--- src/rtl/timer_irq_pkg.sv ---
// Shared constants for the PicoBlaze timer interrupt controller: FSM encodings
// and the default width of the missed-event counter.
package timer_irq_pkg;

    localparam int MISS_W_DEFAULT = 8;

    localparam logic [1:0] ST_IDLE = 2'b00;
    localparam logic [1:0] ST_RUN  = 2'b01;
    localparam logic [1:0] ST_PEND = 2'b10;

endpackage

--- src/rtl/edge_detect_rise.sv ---
// Rising-edge detector. The history register resets to 1 so that a level that
// is already high when reset releases is not mistaken for a fresh edge.
module edge_detect_rise (
    input  logic clk_in,
    input  logic rst_n,
    input  logic sig_i,
    output logic rise_o
);

    logic sig_q;

    // one-cycle history of the monitored level
    always_ff @(posedge clk_in or negedge rst_n) begin
        if (!rst_n) begin
            sig_q <= 1'b1;
        end else begin
            sig_q <= sig_i;
        end
    end

    assign rise_o = sig_i & ~sig_q;

endmodule

--- src/rtl/timer_irq_ctrl.sv ---
// Timer interrupt controller for PicoBlaze: restarts the timer, raises and
// holds the interrupt until acknowledged. Optional miss counter: TIMER_IRQ_MISS_CNT_EN.
module timer_irq_ctrl
    import timer_irq_pkg::*;
#(
    parameter int MISS_W = MISS_W_DEFAULT
) (
    input  logic              clk_in,
    input  logic              rst_n,
    input  logic              tmr_int,
    input  logic              start,
    input  logic              enable,
    input  logic              auto_rearm,
    input  logic              interrupt_ack,
    input  logic              clear_miss,
    output logic              go,
    output logic              interrupt,
    output logic              pending,
    output logic [MISS_W-1:0] miss_cnt
);

    logic       evt_s;
    logic       want_go_s;
    logic [1:0] state_q, state_d;
    logic       go_q, go_d;
    logic       irq_q, irq_d;
    logic       pend_q, pend_d;

    edge_detect_rise u_edge (
        .clk_in (clk_in),
        .rst_n  (rst_n),
        .sig_i  (tmr_int),
        .rise_o (evt_s)
    );

    // next state; a timer event outranks a coincident start request
    always_comb begin
        state_d   = state_q;
        want_go_s = 1'b0;
        case (state_q)
            ST_IDLE: begin
                if (start) begin
                    state_d   = ST_RUN;
                    want_go_s = 1'b1;
                end else begin
                    state_d = ST_IDLE;
                end
            end
            ST_RUN: begin
                if (evt_s) begin
                    if (enable) begin
                        state_d = ST_PEND;
                    end else if (auto_rearm) begin
                        want_go_s = 1'b1;
                    end else begin
                        state_d = ST_IDLE;
                    end
                end else if (start) begin
                    want_go_s = 1'b1;
                end else begin
                    state_d = ST_RUN;
                end
            end
            ST_PEND: begin
                if (interrupt_ack) begin
                    if (auto_rearm) begin
                        state_d   = ST_RUN;
                        want_go_s = 1'b1;
                    end else begin
                        state_d = ST_IDLE;
                    end
                end else begin
                    state_d = ST_PEND;
                end
            end
            default: begin
                state_d = ST_IDLE;
            end
        endcase
        // a restart requested right after a go pulse is dropped so go stays single-cycle
        go_d   = want_go_s & ~go_q;
        irq_d  = (state_d == ST_PEND);
        pend_d = (state_d == ST_PEND);
    end

    // FSM and registered outputs
    always_ff @(posedge clk_in or negedge rst_n) begin
        if (!rst_n) begin
            state_q <= ST_IDLE;
            go_q    <= 1'b0;
            irq_q   <= 1'b0;
            pend_q  <= 1'b0;
        end else begin
            state_q <= state_d;
            go_q    <= go_d;
            irq_q   <= irq_d;
            pend_q  <= pend_d;
        end
    end

    assign go        = go_q;
    assign interrupt = irq_q;
    assign pending   = pend_q;

`ifdef TIMER_IRQ_MISS_CNT_EN
    localparam logic [MISS_W-1:0] MISS_ONE = {{(MISS_W-1){1'b0}}, 1'b1};

    logic [MISS_W-1:0] miss_q, miss_d;

    // saturating count of events lost while pending; clear has priority
    always_comb begin
        miss_d = miss_q;
        if (clear_miss) begin
            miss_d = '0;
        end else if ((state_q == ST_PEND) && evt_s && (miss_q != {MISS_W{1'b1}})) begin
            miss_d = miss_q + MISS_ONE;
        end else begin
            miss_d = miss_q;
        end
    end

    // miss counter register
    always_ff @(posedge clk_in or negedge rst_n) begin
        if (!rst_n) begin
            miss_q <= '0;
        end else begin
            miss_q <= miss_d;
        end
    end

    assign miss_cnt = miss_q;
`else
    logic unused_clear_miss;

    assign unused_clear_miss = clear_miss;
    assign miss_cnt          = '0;
`endif

endmodule

--- config.mk ---
export PLATFORM = sky130hd
export DESIGN_NAME = timer_irq_ctrl
export DESIGN_NICKNAME = d
export VERILOG_FILES = /design/src/rtl/timer_irq_pkg.sv /design/src/rtl/edge_detect_rise.sv /design/src/rtl/timer_irq_ctrl.sv
export SDC_FILE = /design/constraint.sdc
export NUM_CORES = 1
export LEC_CHECK = 0
export CORE_AREA = 3 3 40 42
export DETAILED_ROUTE_END_ITERATION = 16
export DIE_AREA = 0 0 43 45
export GPL_TIMING_DRIVEN = 1
export SLEW_MARGIN = 20
export SYNTH_ARGS = -nofsm -noshare
export SYNTH_HDL_FRONTEND = slang
export SYNTH_HIERARCHICAL = 1
export SYNTH_SLANG_ARGS = --single-unit
--- constraint.sdc ---
create_clock -name clk_in -period 1.2 [get_ports clk_in]
set_clock_uncertainty 0.15 [all_clocks]
set_input_delay 0.24 -clock clk_in [delete_from_list [all_inputs] [get_ports clk_in]]
set_output_delay 0.24 -clock clk_in [all_outputs]
set_load 0.02 [all_outputs]
======== Word level (Yosys, flattened, before mapping) ========
Cells that the tools add are included.
operators by class
  add/sub/neg operators ................... 0
  multipliers ............................. 0
  divide/modulo/power cells ............... 0
  magnitude comparators ................... 0
  eq/ne operators ......................... 3
  shift-type cells ........................ 0
  multiplexer cells ....................... 14
  bitwise gates (word level) .............. 4
  reduce and logical (&&, ||, !) cells .... 1
operator list
  kind                                                                    count
  2-bit two-way mux                                                       5
  1-bit two-way mux                                                       7
  2-bit one-hot mux with 3 select lines                                   1
  2-bit equality test (second input constant)                             2
  1-bit one-hot mux with 3 select lines                                   1
  1-bit bitwise AND                                                       2
  2-bit by 1-bit equality test with 1-bit output (second input constant)  1
  2-bit logical NOT                                                       1
  1-bit NOT                                                               2
word-level totals
  register bits ........................... 5
  latch bits .............................. 0
  RAM bits ................................ 0
  memory bits (read-only) ................. 0
  input bits .............................. 8
  output and inout bits ................... 11
  word-level logic and storage cells ...... 26
  memories ................................ 0

======== Logic depth before layout (Yosys ltp) ========
Gate-level depths: netlist (run 1).
  word-level depth ........................ 5
  mapped depth ............................ 4
  gate-level depth less buffers ........... 4

======== Cells and area by module ========
The synthesis (run 1) kept the hierarchy.
by module, submodules not included
  module            times used  cells each  area an instance (µm²)  sequential area each (µm²)
  timer_irq_ctrl    1           28          275.3                   100.1
  edge_detect_rise  1           2           40.0                    26.3

======== Worst setup path after synthesis (run 1) ========
OpenSTA, ideal clock, no wires.
  kind .................................... register -> register
  start ................................... register u_edge.sig_q
  end ..................................... register go_q (netlist: go)
  setup time .............................. 0.130 ns
  data arrival time ....................... 0.807 ns
  data required time ...................... 0.920 ns
  path slack .............................. 0.113 ns
  cell stages (with the launch flop) ...... 4
  path buffers ............................ 0
  period minus slack after synthesis ...... 1.087 ns
  cells stage by stage .................... dfstp_2 > nor2b_4 > mux2i_1 > o22ai_2
on the way
  cells in the longest elaborated chain, start to end .. 5
ends and longest elaborated chain
  what                                   RTL line                source
  start, declared                        edge_detect_rise.sv:10  logic sig_q;
  start signal, assigned                 edge_detect_rise.sv:17  sig_q <= sig_i;
  1-bit NOT                              edge_detect_rise.sv:21  assign rise_o = sig_i & ~sig_q;
  1-bit bitwise AND                      edge_detect_rise.sv:21
  via evt_s                              timer_irq_ctrl.sv:22    logic evt_s;
  1-bit two-way mux                      timer_irq_ctrl.sv:50    if (evt_s) begin
  1-bit one-hot mux with 3 select lines  timer_irq_ctrl.sv:40    case (state_q)
  1-bit bitwise AND                      timer_irq_ctrl.sv:81    go_d = want_go_s & ~go_q;
  via go_d                               timer_irq_ctrl.sv:25    logic go_q, go_d;
  end signal, assigned                   timer_irq_ctrl.sv:95    go_q <= go_d;
  end, declared                          timer_irq_ctrl.sv:25
The timed path passes the listed nets, and every way through them passes these cells.

======== Worst setup path after layout (run 1) ========
  start ................................... register u_edge.sig_q
  end ..................................... register state_q[1]
on the way
  cells in the longest elaborated chain, start to end .. 4
ends and longest elaborated chain
  what                                   RTL line                source
  1-bit NOT                              edge_detect_rise.sv:21
  1-bit bitwise AND                      edge_detect_rise.sv:21
  via evt_s                              timer_irq_ctrl.sv:22
  2-bit two-way mux                      timer_irq_ctrl.sv:50
  2-bit one-hot mux with 3 select lines  timer_irq_ctrl.sv:40
  via state_d[1]                         timer_irq_ctrl.sv:24    logic [1:0] state_q, state_d;
  end signal, assigned                   timer_irq_ctrl.sv:94    state_q <= state_d;
  end, declared                          timer_irq_ctrl.sv:24
The timed path passes the listed nets, and every way through them passes these cells.

==> flow_metrics.env, run 1 <==
export IMPL_final_core_util=0.335
export IMPL_synthAdderAreaFrac=0
export IMPL_die_height_microns=45
export IMPL_synth_seq_cells=5
export IMPL_clockBufferDepth=2
export IMPL_placed_cell_area_sq_um=398
export IMPL_antenna_cells=0
export IMPL_synth_cell_types=17
export IMPL_grt_usage=0.0661
export IMPL_final_min_clock_period_ns=1.16
export IMPL_synthArstFlopShare=1.00
export IMPL_synth_edff_count=0
export IMPL_crit_arrival_ns=1.13
export IMPL_synth_compound_area_frac=0.143
export IMPL_yosys_warnings=6
export IMPL_die_x_microns=43
export IMPL_yosys_area_share_xor_xnor=0
export IMPL_htreeDepth=1
export IMPL_synth_simple_area_share=0.187
export IMPL_worst_hold_slack_ns=0.0763
export IMPL_worstSetupEndpointType="register"
export IMPL_reg2reg_from="u_edge/sig_q"
export IMPL_post_route_period_util=0.964
export IMPL_place_congestion=0.727
export IMPL_insertion_delay_ns=0.24
export IMPL_wire_per_inst_microns=9.69
export IMPL_power_density_nw_per_um2=1700
export IMPL_drt_iter0_markers=8
export IMPL_status="finished, final reports clean"
export IMPL_post_synth_cell_area_avg_sq_um=10.5
export IMPL_numClockSinks=5
export IMPL_grt_max_degree=6
export IMPL_grt_pass1_vias=203
export IMPL_fp_dieArea_sq_um=1940
export IMPL_cts_tree="yes"
export IMPL_rr_worst_depth=3
export IMPL_fin_nets=53
export IMPL_design_area_sq_um=430
export IMPL_area_growth_pct=36.5
export IMPL_grt_antenna_before_repair=0
export IMPL_initial_utilization=0.245
export IMPL_postCtsHoldBufs=0
export IMPL_root_buffer="clkbuf_4"
export IMPL_ff2ff_setup_slack_ns=0.04
export IMPL_vdd_ir_drop_max_mv=0.783
export IMPL_avgViaCountPerCell=3.73
export IMPL_yosys_area_top_type_share=0.317
export IMPL_max_freq_mhz=864
export IMPL_grt_pass1_wl_microns=883
export IMPL_drt_first_pass_iters=4
export IMPL_port_buffers=9
export IMPL_cp_start_kind="register"
export IMPL_fillers=151
export IMPL_vias=220
export IMPL_ys_top_cells_by_area="dfrtp_1 32%, buf_4 21%, dfstp_2 8.3%, a32o_1 6.3%, nor2b_4 4.4%"
export IMPL_cp_max_fo=3
export IMPL_leakage_nw=0.216
export IMPL_hold_viol=0
export IMPL_setup_tns_ns=0
export IMPL_synth_top_family_by_area="buffers and inverters"
export IMPL_setup_viol=0
export IMPL_core_area_sq_um=1280
export IMPL_clk_pin_slew_ns=0.04
export IMPL_worstSetupPathType="reg -> reg"
export IMPL_cap_violations=0
export IMPL_numCtsBuffers=3
export IMPL_drtAntennaViolNets=0
export IMPL_rows=13
export IMPL_netlist_area_sq_um=315
export IMPL_io_pins=19
export IMPL_synthMuxAreaShare=0.0317
export IMPL_drive_above_1_share=0.341
export IMPL_synth_cells=30
export IMPL_crit_required_ns=1.18
export IMPL_r2r_end="state_q[1]"
export IMPL_wirelength_microns=572
export IMPL_drc_errors=0
export IMPL_synth_top_cell_by_area="dfrtp_1"
export IMPL_rsz0062_at_grt="no"
export IMPL_synth_ff_type="dfrtp_1"
export IMPL_p_total_w=0.000732
export IMPL_synth_common_cells="9 x buf_4, 4 x dfrtp_1, 2 x a32o_1, 2 x nand2b_1"
export IMPL_min_path_type="in -> async"
export IMPL_yosysMostFrequentCell="buf_4"
export IMPL_ys_seq_area_frac=0.401
export IMPL_final_max_slew_violation_count=0
export IMPL_grt_overflow_total=0
==> repair_timing <==
action,CTS,global route
pin swaps,1,1
buffers inserted,0,1
resized for setup,13,5
cloned,0,0
setup endpoints to repair,5,4
==> metrics by stage <==
| stage | setup slack, ns | cells |
|---|---|---|
| 3_5_place_dp | -0.291 | 54 |
| 3_3_place_gp | -0.286 | 54 |
| 2_1_floorplan | 0.113 | 37 |
| 6_report | 0.0427 | 59 |
| 5_1_grt | 0.0101 | 59 |
| 4_1_cts | 0.00236 | 58 |
==> report_power, final <==
group	internal [W]	total (W)	leakage, nW	switching (W)
sequential	0.000216	0.000249	0.0620	0.0000331
clock	0.000126	0.000193	0.0150	0.0000671
combinational	0.000146	0.000291	0.139	0.000145
total	0.000488	0.000732	0.216	0.000245
==> cell type report <==
| class | count | area [sq um] | share of cell area |
|---|---|---|---|
| Multi-Input combinational cell | 22 | 146 | 0.340 |
| Clock buffer | 4 | 26.3 | 0.0610 |
| Timing Repair Buffer | 12 | 109 | 0.253 |
| Inverter | 1 | 3.75 | 0.00872 |
| Tap cell | 15 | 18.8 | 0.0436 |
| Sequential cell | 5 | 126 | 0.294 |
==> worst max-delay path by stage <==
stage / start / to / slack (ns) / depth (start not counted)
final: u_edge/sig_q / state_q[1] / 0.04 / 3
after global placement: tmr_int / go / -0.29 / 4
after CTS: u_edge/sig_q / state_q[1] / 0.002 / 3
after floorplan: u_edge/sig_q / go / 0.11 / 3
after detailed placement: tmr_int / go / -0.29 / 4
after global routing: go / go / 0.01 / 1
==> layout by cell type (no fill, tap or decap), types with 2 or more instances in the layout <==
cell type	instances
a32o_1	2
buf_2	2
buf_4	2
buf_6	2
clkbuf_4	3
clkdlybuf4s50_1	4
conb_1	8
dfrtp_1	4
nand2b_1	2
nor2b_2	2
==> cells by family (layout without fill, tap and decap cells) <==
kind of cell           Yosys count  after routing
AO/OA/AOI/OAI                    5              5
other                            1              8
multiplexers                     1              1
AND/OR/NAND/NOR                  8              8
flip-flops                       5              5
buffers and inverters           10             17
==> state kept, by name (all words and copies together), names as in the netlist <==
| signal | count |
|---|---|
| go | 1 |
| pending | 1 |
| state_q | 2 |
| u_edge/sig_q | 1 |
==> routing by layer <==
layer / wire [microns] / GRT usage
met5: 0 / 0
met4: 0 / 0.0723
met3: 58 / 0.0239
met2: 256 / 0.0808
met1: 257 / 0.0831
==> worst max-delay path, cell delays in order (launching register included) <==
cell and delay [ns]:
dfstp_2 0.54, nor2b_4 0.05, buf_6 0.11, a32o_1 0.20
Note: power is estimated with default switching activity, not from simulation.
==> inputs of run 2 (changes only) <==
Settings changed: SKIP_LAST_GASP set to 1.
Clock period 1.2 ns to 1.4 ns, I/O delays scaled along.
==> run 2 against run 1 <==
Critical endpoint is now go; via count rose by 7.7%; first-iteration DRC count fell by 50%; global-route usage decreased by 0.16 points; final cell count stayed put; sequential power down 16%; largest cell class unchanged; sequential share of layout area grew 0.17 points; critical path depth shrank 2; die area unchanged; sequential cell count unchanged; routed wire length shrank 4.2%; count of clock-buffer cells in the layout did not move.
==> flow_metrics.env, run 2 (synthesis results as in run 1) <==
export IMPL_status="finished, final reports clean"
export IMPL_numClockSinks=5
export IMPL_wirelength_microns=548
export IMPL_insertion_delay_ns=0.24
export IMPL_grt_pass1_wl_microns=890
export IMPL_grt_overflow_total=0
export IMPL_cts_tree="yes"
export IMPL_cp_start_kind="register"
export IMPL_fillers=150
export IMPL_clockBufferDepth=2
export IMPL_min_path_type="in -> async"
export IMPL_place_congestion=0.675
export IMPL_hold_viol=0
export IMPL_max_freq_mhz=739
export IMPL_rr_worst_depth=3
export IMPL_final_cell_mix="8 x conb_1, 6 x clkdlybuf4s50_1, 4 x dfrtp_1"
export IMPL_leakage_nw=0.209
export IMPL_vdd_ir_drop_max_mv=0.710
export IMPL_dpl_hpwl_microns=438
export IMPL_drt_iter0_markers=4
export IMPL_crit_required_ns=0.97
export IMPL_critical_path_cell_chain="dlygate4sd2_1"
export IMPL_port_buffers=9
export IMPL_postCtsHoldBufs=0
export IMPL_avgViaCountPerCell=4.02
export IMPL_net_switching_power_w=0.000204
export IMPL_cp_max_fo=2
export IMPL_power_density_nw_per_um2=1430
export IMPL_post_route_period_util=0.967
export IMPL_htreeDepth=1
export IMPL_grt_usage=0.0645
export IMPL_worstSetupPathType="reg -> out"
export IMPL_cp_num_buf_inv=1
export IMPL_setup_tns_ns=0
export IMPL_antenna_cells=0
export IMPL_final_min_clock_period_ns=1.35
export IMPL_drt_first_pass_iters=4
export IMPL_final_max_slew_violation_count=0
export IMPL_initial_utilization=0.245
export IMPL_crit_arrival_ns=0.92
export IMPL_drtAntennaViolNets=0
export IMPL_top_register="state_q"
export IMPL_clkPwrFrac=0.267
export IMPL_fin_nets=53
export IMPL_combinationalPowerShare=0.391
export IMPL_vias=237
export IMPL_wire_per_inst_microns=9.29
export IMPL_cp_slowest_cell="dfrtp_1"
export IMPL_core_area_sq_um=1280
export IMPL_rsz0062_at_grt="no"
export IMPL_drive_above_1_share=0.250
export IMPL_cpPeakStageDelay_ns=0.37
export IMPL_cap_violations=0
export IMPL_root_buffer="clkbuf_4"
export IMPL_die_height_microns=45
export IMPL_io_pins=19
export IMPL_rows=13
export IMPL_die_x_microns=43
export IMPL_setup_viol=0
export IMPL_cp_top_family="flip-flops"
export IMPL_clk_pin_slew_ns=0.04
export IMPL_placed_cell_area_sq_um=398
export IMPL_seq_power_share=0.341
export IMPL_final_core_util=0.333
export IMPL_cp_depth=1
export IMPL_power_internal_w=0.000407
export IMPL_drc_errors=0
export IMPL_switching_share=0.334
export IMPL_fp_dieArea_sq_um=1940
export IMPL_design_area_sq_um=428
export IMPL_grt_max_degree=6
export IMPL_worstSetupEndpointType="output pin"
export IMPL_final_common_cell="conb_1"
export IMPL_numCtsBuffers=3
export IMPL_grt_pass1_vias=221
export IMPL_area_growth_pct=35.7
export IMPL_grt_antenna_before_repair=0
export IMPL_largest_reg_flops=2
run 2: changes by cell type in the layout (fill, tap and decap cells not counted), sizes merged:
cell	delta
buf	-3
dlygate4sd2	+2
clkdlybuf4s50	+2
dlymetal6s2s	-1
run 2: per-stage QoR:
step	total power (W)	hold WS [ns]	std cells	worst slack, ns
4_1_cts	0.000618	0.113	58	0.0349
3_5_place_dp	0.000464	0.374	54	-0.160
2_1_floorplan	0.000379	-0.166	37	0.313
3_3_place_gp	0.000462	0.371	54	-0.175
6_report	0.000611	0.111	59	0.0468
5_1_grt	0.000666	0.115	59	0.00461
run 2: layout make-up:
type | instances | area (sq um) | share of cell area
Timing Repair Buffer | 12 | 109 | 0.254
Inverter | 1 | 3.75 | 0.00877
Tap cell | 15 | 18.8 | 0.0439
Clock buffer | 4 | 26.3 | 0.0614
Sequential cell | 5 | 126 | 0.295
Multi-Input combinational cell | 22 | 144 | 0.336
run 2: path summary, 6_finish.rpt:
| kind | startpoint | end | slack (ns) |
|---|---|---|---|
| min in group clk_in | tmr_int | u_edge/sig_q | 0.34 |
| min reg2reg | go | go | 0.41 |
| max | go | go | 0.05 |
| max in group asynchronous | rst_n | u_edge/sig_q | 0.73 |
| max reg2reg | u_edge/sig_q | state_q[1] | 0.20 |
| min | rst_n | pending | 0.11 |
run 2: power by group through the flow:
stage | clock network (W) | logic (W) | registers, W
2_1_floorplan | 0 | 0.000143 | 0.000236
3_3_place_gp | 0 | 0.000249 | 0.000212
3_5_place_dp | 0 | 0.000252 | 0.000212
4_1_cts | 0.000170 | 0.000238 | 0.000210
5_1_grt | 0.000185 | 0.000265 | 0.000216
6_report | 0.000163 | 0.000239 | 0.000209
run 2: repair_timing:
item,4_1_cts,5_1_grt
cloned,0,0
resized for setup,3,0
setup endpoints to repair,3,1
buffers inserted,0,1
pin swaps,0,0
run 2: layer usage:
layer  vias up  global-route usage  wire, microns
met4         0                   0              0
met2        16               0.105            262
met1       110              0.0662            208
met5         -                   0              0
met3         0              0.0598             76
li1        111                   -              -
==> inputs of run 3 (changes only) <==
Settings changed: SETUP_SLACK_MARGIN set to 0.5.
==> run 3 against run 2 <==
Via count up 3.8%; register-to-register slack better by 0.05 ns; power grew 12%; largest cell class unchanged; worst hold slack lost 0.0066 ns.
==> flow_metrics.env, run 3 (synthesis results as in run 1) <==
export IMPL_net_switching_power_w=0.000228
export IMPL_port_buffers=9
export IMPL_crit_required_ns=0.97
export IMPL_grt_antenna_before_repair=0
export IMPL_post_route_period_util=0.868
export IMPL_switching_share=0.334
export IMPL_grt_usage=0.0695
export IMPL_leakage_nw=0.230
export IMPL_drtAntennaViolNets=0
export IMPL_grt_pass1_vias=218
export IMPL_clkPwrFrac=0.252
export IMPL_power_internal_w=0.000455
export IMPL_cp_max_fo=2
export IMPL_antenna_cells=0
export IMPL_drt_iter0_markers=1
export IMPL_insertion_delay_ns=0.25
export IMPL_worstSetupPathType="reg -> out"
export IMPL_drive_above_1_share=0.413
export IMPL_cpPeakStageDelay_ns=0.41
export IMPL_root_buffer="clkbuf_4"
export IMPL_worst_slack_ns=0.184
export IMPL_vias=246
export IMPL_drt_first_pass_iters=2
export IMPL_largest_reg_flops=2
export IMPL_place_congestion=0.650
export IMPL_core_area_sq_um=1280
export IMPL_worstSetupEndpointType="output pin"
export IMPL_numCtsBuffers=3
export IMPL_preCtsSetupSlack_ns=-0.131
export IMPL_rsz0062_at_grt="yes"
export IMPL_wirelength_microns=565
export IMPL_die_height_microns=45
export IMPL_area_growth_pct=48.4
export IMPL_hold_viol=0
export IMPL_initial_utilization=0.245
export IMPL_stdcell_count=61
export IMPL_numClockSinks=5
export IMPL_fin_nets=55
export IMPL_fillers=141
export IMPL_top_register="state_q"
export IMPL_wire_per_inst_microns=9.26
export IMPL_grt_max_degree=6
export IMPL_cp_top_family="flip-flops"
export IMPL_cp_slowest_cell="dfrtp_2"
export IMPL_vdd_ir_drop_max_mv=0.847
export IMPL_rows=13
export IMPL_crit_arrival_ns=0.79
export IMPL_p_total_w=0.000682
export IMPL_io_pins=19
export IMPL_final_min_clock_period_ns=1.22
export IMPL_cp_depth=1
export IMPL_rr_worst_depth=3
export IMPL_seq_power_share=0.315
export IMPL_critical_path_cell_chain="buf_6"
export IMPL_htreeDepth=1
export IMPL_setup_viol=0
export IMPL_die_x_microns=43
export IMPL_drc_errors=0
export IMPL_fp_dieArea_sq_um=1940
export IMPL_status="finished, final reports clean"
export IMPL_final_max_slew_violation_count=0
export IMPL_grt_overflow_total=0
export IMPL_grt_pass1_wl_microns=848
export IMPL_power_density_nw_per_um2=1460
export IMPL_clk_pin_slew_ns=0.05
export IMPL_final_common_cell="conb_1"
export IMPL_min_path_type="in -> async"
export IMPL_avgViaCountPerCell=4.03
export IMPL_cp_num_buf_inv=1
export IMPL_max_freq_mhz=823
export IMPL_placed_cell_area_sq_um=407
export IMPL_design_area_sq_um=468
export IMPL_final_cell_mix="8 x conb_1, 6 x buf_6, 5 x dlygate4sd2_1, 3 x clkbuf_4, 3 x dfrtp_1"
export IMPL_clockBufferDepth=2
export IMPL_cts_tree="yes"
export IMPL_final_core_util=0.364
export IMPL_numPlacedInstances=55
export IMPL_cap_violations=0
export IMPL_combinationalPowerShare=0.434
export IMPL_cp_start_kind="register"
## run 3: changes by cell type in the layout (fill, tap and decap cells not counted)
cell	delta
buf_6	+6
buf_4	-1
o21ai_2	+1
dfrtp_1	-1
dfrtp_2	+1
dlygate4sd2_1	+2
clkdlybuf4s50_1	-5
nor2b_4	+1
nor2b_1	-1
o21ai_0	-1
## run 3: stage by stage
stage                     setup TNS (ns)  hold WS [ns]
final                                  0         0.104
after global routing                   0         0.103
after CTS                              0         0.104
after detailed placement          -0.315         0.379
after global placement            -0.296         0.375
after floorplan                        0        -0.166
## run 3: repair_timing
item,in CTS,in global routing
hold endpoints to repair,0,0
hold buffers,0,0
pin swaps,4,2
endpoints found under the setup margin,7,7
setup buffers,2,0
resized for setup,24,5
## run 3: area by class of cell
cell class,instances,area (sq um),share of cell area
inverter,1,3.75,0.00802
sequential,5,128,0.273
tap,15,18.8,0.0401
clock buffer,4,26.3,0.0561
multi-input combinational,22,155,0.332
timing repair buffer,14,136,0.291
## run 3: final timing paths
| path | startpoint | endpoint | slack [ns] |
|---|---|---|---|
| worst min-delay path | rst_n | state_q[1] | 0.10 |
| worst min register to register | go | go | 0.44 |
| min in group clk_in | tmr_int | u_edge/sig_q | 0.14 |
| worst max register to register | u_edge/sig_q | state_q[1] | 0.25 |
| worst max-delay path | pending | interrupt | 0.18 |
| max in group asynchronous | rst_n | u_edge/sig_q | 0.74 |
## run 3: power groups by stage
| stage | clock network (W) | logic (W) | registers, W |
|---|---|---|---|
| floorplan | 0 | 0.000148 | 0.000238 |
| global placement | 0 | 0.000254 | 0.000212 |
| detailed placement | 0 | 0.000255 | 0.000212 |
| CTS | 0.000184 | 0.000268 | 0.000210 |
| global route | 0.000189 | 0.000325 | 0.000220 |
| finish | 0.000172 | 0.000296 | 0.000215 |
## run 3: layer usage
| metal | vias up | track usage | wire length, microns |
|---|---|---|---|
| met5 | - | 0 | 0 |
| met4 | 0 | 0.0723 | 12 |
| li1 | 116 | - | - |
| met1 | 113 | 0.0636 | 217 |
| met2 | 15 | 0.0868 | 248 |
| met3 | 2 | 0.0637 | 88 |
==> patch 1, RTL diff (config.mk and constraints of run 1) <==
The option `TIMER_IRQ_MISS_CNT_EN` is turned on by a define.
--- a/src/rtl/timer_irq_ctrl.sv
+++ b/src/rtl/timer_irq_ctrl.sv
@@ -1,4 +1,6 @@
 // Timer interrupt controller for PicoBlaze: restarts the timer, raises and
 // holds the interrupt until acknowledged. Optional miss counter: TIMER_IRQ_MISS_CNT_EN.
+`define TIMER_IRQ_MISS_CNT_EN
+
 module timer_irq_ctrl
     import timer_irq_pkg::*;
Behaviour: not the same (a bounded check fails within 10 cycles, from zero or initial values and one cycle with rst_n low).
==> patch 1 against run 1 <==
The run now fails in global routing. Synthesized area rose by 130%.
==> patch 1: results (changes against run 1) <==
- Log Error: [ERROR DPL-0033] detailed placement checks failed during check placement.
- Number of CTS-inserted buffers: 3 (unchanged)
- Synth warn: 6 (unchanged)
- Count of buffers inserted at the top-level ports: 18 (was 9)
- Endpoint pin with the least setup slack after global-route repair: miss_cnt[1]$_DFFE_PN0P_/D
- Longest Clk Path Bufs: 2 (unchanged)
- Fraction of synthesis flops using an asynchronous set or reset pin: 100% (unchanged)
- Placed Area: 1040 µm² (was 398 µm²)
- Last weighted congestion value of the routability-driven placer: 0.704 (was 0.727)
- Hpwl dp: 1330 µm
- CTS root buffer: clkbuf_4 (unchanged)
- CTS H-tree depth: 1 (unchanged)
- Maximum number of pins on one net before global-route repair: 14
- Category of the worst endpoint: sequential cell input
- Antenna violations before repair: 0
- Most instantiated cells after synthesis: 12 x dfrtp_1, 8 x nor2_1, 6 x xor2_1, 3 x o21ai_0 (was 9 x buf_4, 4 x dfrtp_1, 2 x a32o_1, 2 x nand2b_1)
- Synth area leaders: dfrtp_1 42%, xor2_1 7.3%, nor2_1 4.2%, dfstp_2 3.7%, o211ai_2 3.5% (was dfrtp_1 32%, buf_4 21%, dfstp_2 8.3%, a32o_1 6.3%, nor2b_4 4.4%)
- Count of cell types in the netlist: 31 (was 17)
- Post-synthesis sequential element count: 13 (was 5)
- Last step reached: global routing
- Portion of the post-synthesis area used by sequential elements: 45.5% (was 40.1%)
- Run status: aborted with a tool error (was finished clean)
- Post-synth top flop: dfrtp_1 (unchanged)
- Synthesized area divided by synthesized cell count: 11.4 µm² (was 10.5 µm²)
- Net count of the mapped netlist: 72
patch 1: cell types whose count changed after synthesis, sizes merged, moves of 2 or more:
| cell | change |
|---|---|
| and3 | +3 |
| nor2 | +7 |
| xor2 | +6 |
| o211ai | +3 |
| o21ai | +3 |
| a21oi | +2 |
| dfrtp | +8 |
| o2111ai | +2 |
| nand3 | +2 |
| a32o | -2 |
| buf | -7 |
patch 1: through the flow:
stage / worst slack, ns / std cells / hold WS, ns
after CTS: -0.343 / 121 / 0.0548
after detailed placement: -0.761 / 110 / 0.412
after global placement: -0.716 / 110 / 0.414
after floorplan: -0.258 / 63 / -0.206
patch 1: timing repair:
item,in CTS
pin swaps,11
setup buffers,7
setup endpoints to repair,22
endpoints found under the hold margin,0
resized for setup,76
patch 1: logic make-up after synthesis:
kind of cell,Yosys count,synth area share (%)
muxes,1,1.39
AOI/OAI and AO/OA,14,17.1
adders and majority gates,1,1.74
DFF,13,45.5
and+or+nand+nor,24,23.3
buffers and inverters,4,3.66
xor gates and xnor gates,6,7.32
==> patch 2, RTL diff (config.mk and constraints of run 1) <==
Without the edit above. Register the output `interrupt` once more, without a reset; this adds one clock of latency there. The other outputs are not delayed to match.
--- a/src/rtl/timer_irq_ctrl.sv
+++ b/src/rtl/timer_irq_ctrl.sv
@@ -100,5 +100,7 @@
 
     assign go        = go_q;
-    assign interrupt = irq_q;
+    always_ff @(posedge clk_in) begin
+        interrupt <= irq_q;
+    end
     assign pending   = pend_q;
 
Function: changed (Yosys sat finds a counterexample within 4 cycles, from zero or initial values and one cycle with rst_n low).
==> patch 2 against run 1 <==
Sequential cell count increased by 1. Register-to-register slack gained 0.04 ns. Worst setup slack lost 0.0083 ns. Cell area is 3.5% higher. Power up 7.4%. Via count is 5.5% higher. Routed wire length fell by 0.87%. Synthesized area increased by 4.0%. Largest power group unchanged.
==> patch 2: results (changes against run 1) <==
- Number of CTS-inserted buffers: 3 (unchanged)
- Fraction of synthesis flops using an asynchronous set or reset pin: 83.3% (was 100%)
- Vias in the first global route: 236 (was 203)
- Worst skew pair latency: 0.25 ns
- Count of cell types in the netlist: 18 (was 17)
- Portion of the post-synthesis area used by sequential elements: 44.7% (was 40.1%)
- Slowest cell on the critical path: dfrtp_1 (was dfstp_2)
- Crit path max-delay family: flip-flops (unchanged)
- Hpwl dp: 469 µm
- Detailed-route wire length: 567 µm (was 572 µm)
- Number of flip-flops in the largest register: 2 (unchanged)
- CTS root buffer: clkbuf_4 (unchanged)
- Run status: finished clean (unchanged)
- All-layer global routing usage: 6.79% (was 6.61%)
- Net count reported at finish: 55 (was 53)
- Count of buffers inserted at the top-level ports: 9 (unchanged)
- IR drop worst, VDD: 0.402 mV (was 0.783 mV)
- Leakage Power: 0.216 nW (about the same)
- Antenna violations before repair: 0 (unchanged)
- Synth area leaders: dfrtp_1 31%, buf_4 18%, dfstp_2 8.0%, a32o_1 6.1%, dfxtp_1 6.1% (was dfrtp_1 32%, buf_4 21%, dfstp_2 8.3%, a32o_1 6.3%, nor2b_4 4.4%)
- Number of DRC violations after detailed-routing iteration 0: 0 (was 8)
- Largest register by flop count: state_q (unchanged)
- Longest Clk Path Bufs: 2 (unchanged)
- Average via count per standard cell: 3.80 (was 3.73)
- CTS H-tree depth: 1 (unchanged)
- First-pass detailed-route iteration total: 1 (was 4)
- Largest stage delay on the critical path: 0.37 ns (was 0.54 ns)
- Switching component of the power: 0.251 mW (was 0.245 mW)
- Synth warn: 6 (unchanged)
- Most instantiated cells after synthesis: 8 x buf_4, 4 x dfrtp_1, 2 x a32o_1, 2 x nand2b_1 (was 9 x buf_4, 4 x dfrtp_1, 2 x a32o_1, 2 x nand2b_1)
- Last weighted congestion value of the routability-driven placer: 0.646 (was 0.727)
- Worst-path fanout max: 2 (was 3)
- Worst endpoint data arrival time: 0.78 ns (was 1.13 ns)
- Maximum number of pins on one net before global-route repair: 6 (unchanged)
- First-pass GRT wire length: 897 µm (was 883 µm)
- Count of antenna diodes in the layout: 0 (unchanged)
- Reg clk slew, reported paths: 0.05 ns
- Worst min-delay path category: input pin to asynchronous set/reset pin (unchanged)
- Fill cells: 136 (was 151)
- Fraction of layout instances using a drive strength above 1: 32.6% (was 34.1%)
-- patch 2: cell count changes after synthesis --
cell,delta
buf_4,-1
dfxtp_1,+1
-- patch 2: worst paths after layout --
path / from / end / slack [ns] / cells past startpoint
max: go$_DFF_PN0_ / go / 0.03 / 1
min: rst_n / state_q[1]$_DFF_PN0_ / 0.06 / 1
max reg2reg: state_q[1]$_DFF_PN0_ / go$_DFF_PN0_ / 0.08 / 3
min reg2reg: pending$_DFF_PN0_ / interrupt$_DFF_P_ / 0.21 / 0
max in group asynchronous: rst_n / u_edge/sig_q$_DFF_PN1_ / 0.57 / 1
min in group clk_in: tmr_int / u_edge/sig_q$_DFF_PN1_ / 0.21 / 2
-- patch 2: metrics by stage --
step / setup slack, ns / hold WS [ns] / cells / instance area, µm²
final: 0.0344 / 0.0635 / 61 / 445
after detailed placement: -0.313 / 0.210 / 57 / 433
after floorplan: 0.113 / -0.206 / 37 / 354
after global routing: 0.00482 / 0.0770 / 61 / 445
after CTS: 0.00274 / 0.0606 / 61 / 449
after global placement: -0.285 / 0.211 / 57 / 433
-- patch 2: metal layers --
| metal | vias up | track usage [%] | wire length (µm) |
|---|---|---|---|
| met5 | - | 0 | 0 |
| li1 | 119 | - | - |
| met3 | 0 | 3.59 | 53 |
| met4 | 0 | 5.42 | 0 |
| met1 | 105 | 6.63 | 235 |
| met2 | 8 | 10.8 | 279 |
-- patch 2: cell type report --
type                       count  area, µm²  area share, %
inverter                       1       3.75          0.843
timing repair buffer          13        106           23.9
clock buffer                   4       26.3           5.90
multi-input combinational     22        144           32.3
sequential                     6        146           32.9
tap                           15       18.8           4.21
-- patch 2: cell families after synthesis --
family                 count (synthesis)  share of synthesized area, %
DFF                                    6                          44.7
buffers and inverters                  9                          19.5
and+or+nand+nor                        8                          17.9
other                                  1                          1.14
AOI/OAI and AO/OA                      5                          13.7
muxes                                  1                          3.05
-- patch 2: worst reg2reg max path: cells and delay by family, from the launching register on --
family	cells	cell delay [ns]
DFF	1	0.43
AOI/OAI and AO/OA	2	0.30
and+or+nand+nor	1	0.17
-- patch 2: repair_timing --
action	CTS	global route
gates cloned	0	0
pin swaps	2	2
resized for setup	12	2
setup endpoints to repair	6	4
setup buffers	0	1
-- patch 2: power by group through the flow --
stage / sequential [mW] / clock, mW / combinational (mW)
2_1_floorplan: 0.321 / 0 / 0.154
3_3_place_gp: 0.288 / 0 / 0.299
3_5_place_dp: 0.287 / 0 / 0.300
4_1_cts: 0.283 / 0.211 / 0.279
5_1_grt: 0.292 / 0.217 / 0.329
6_report: 0.283 / 0.200 / 0.303
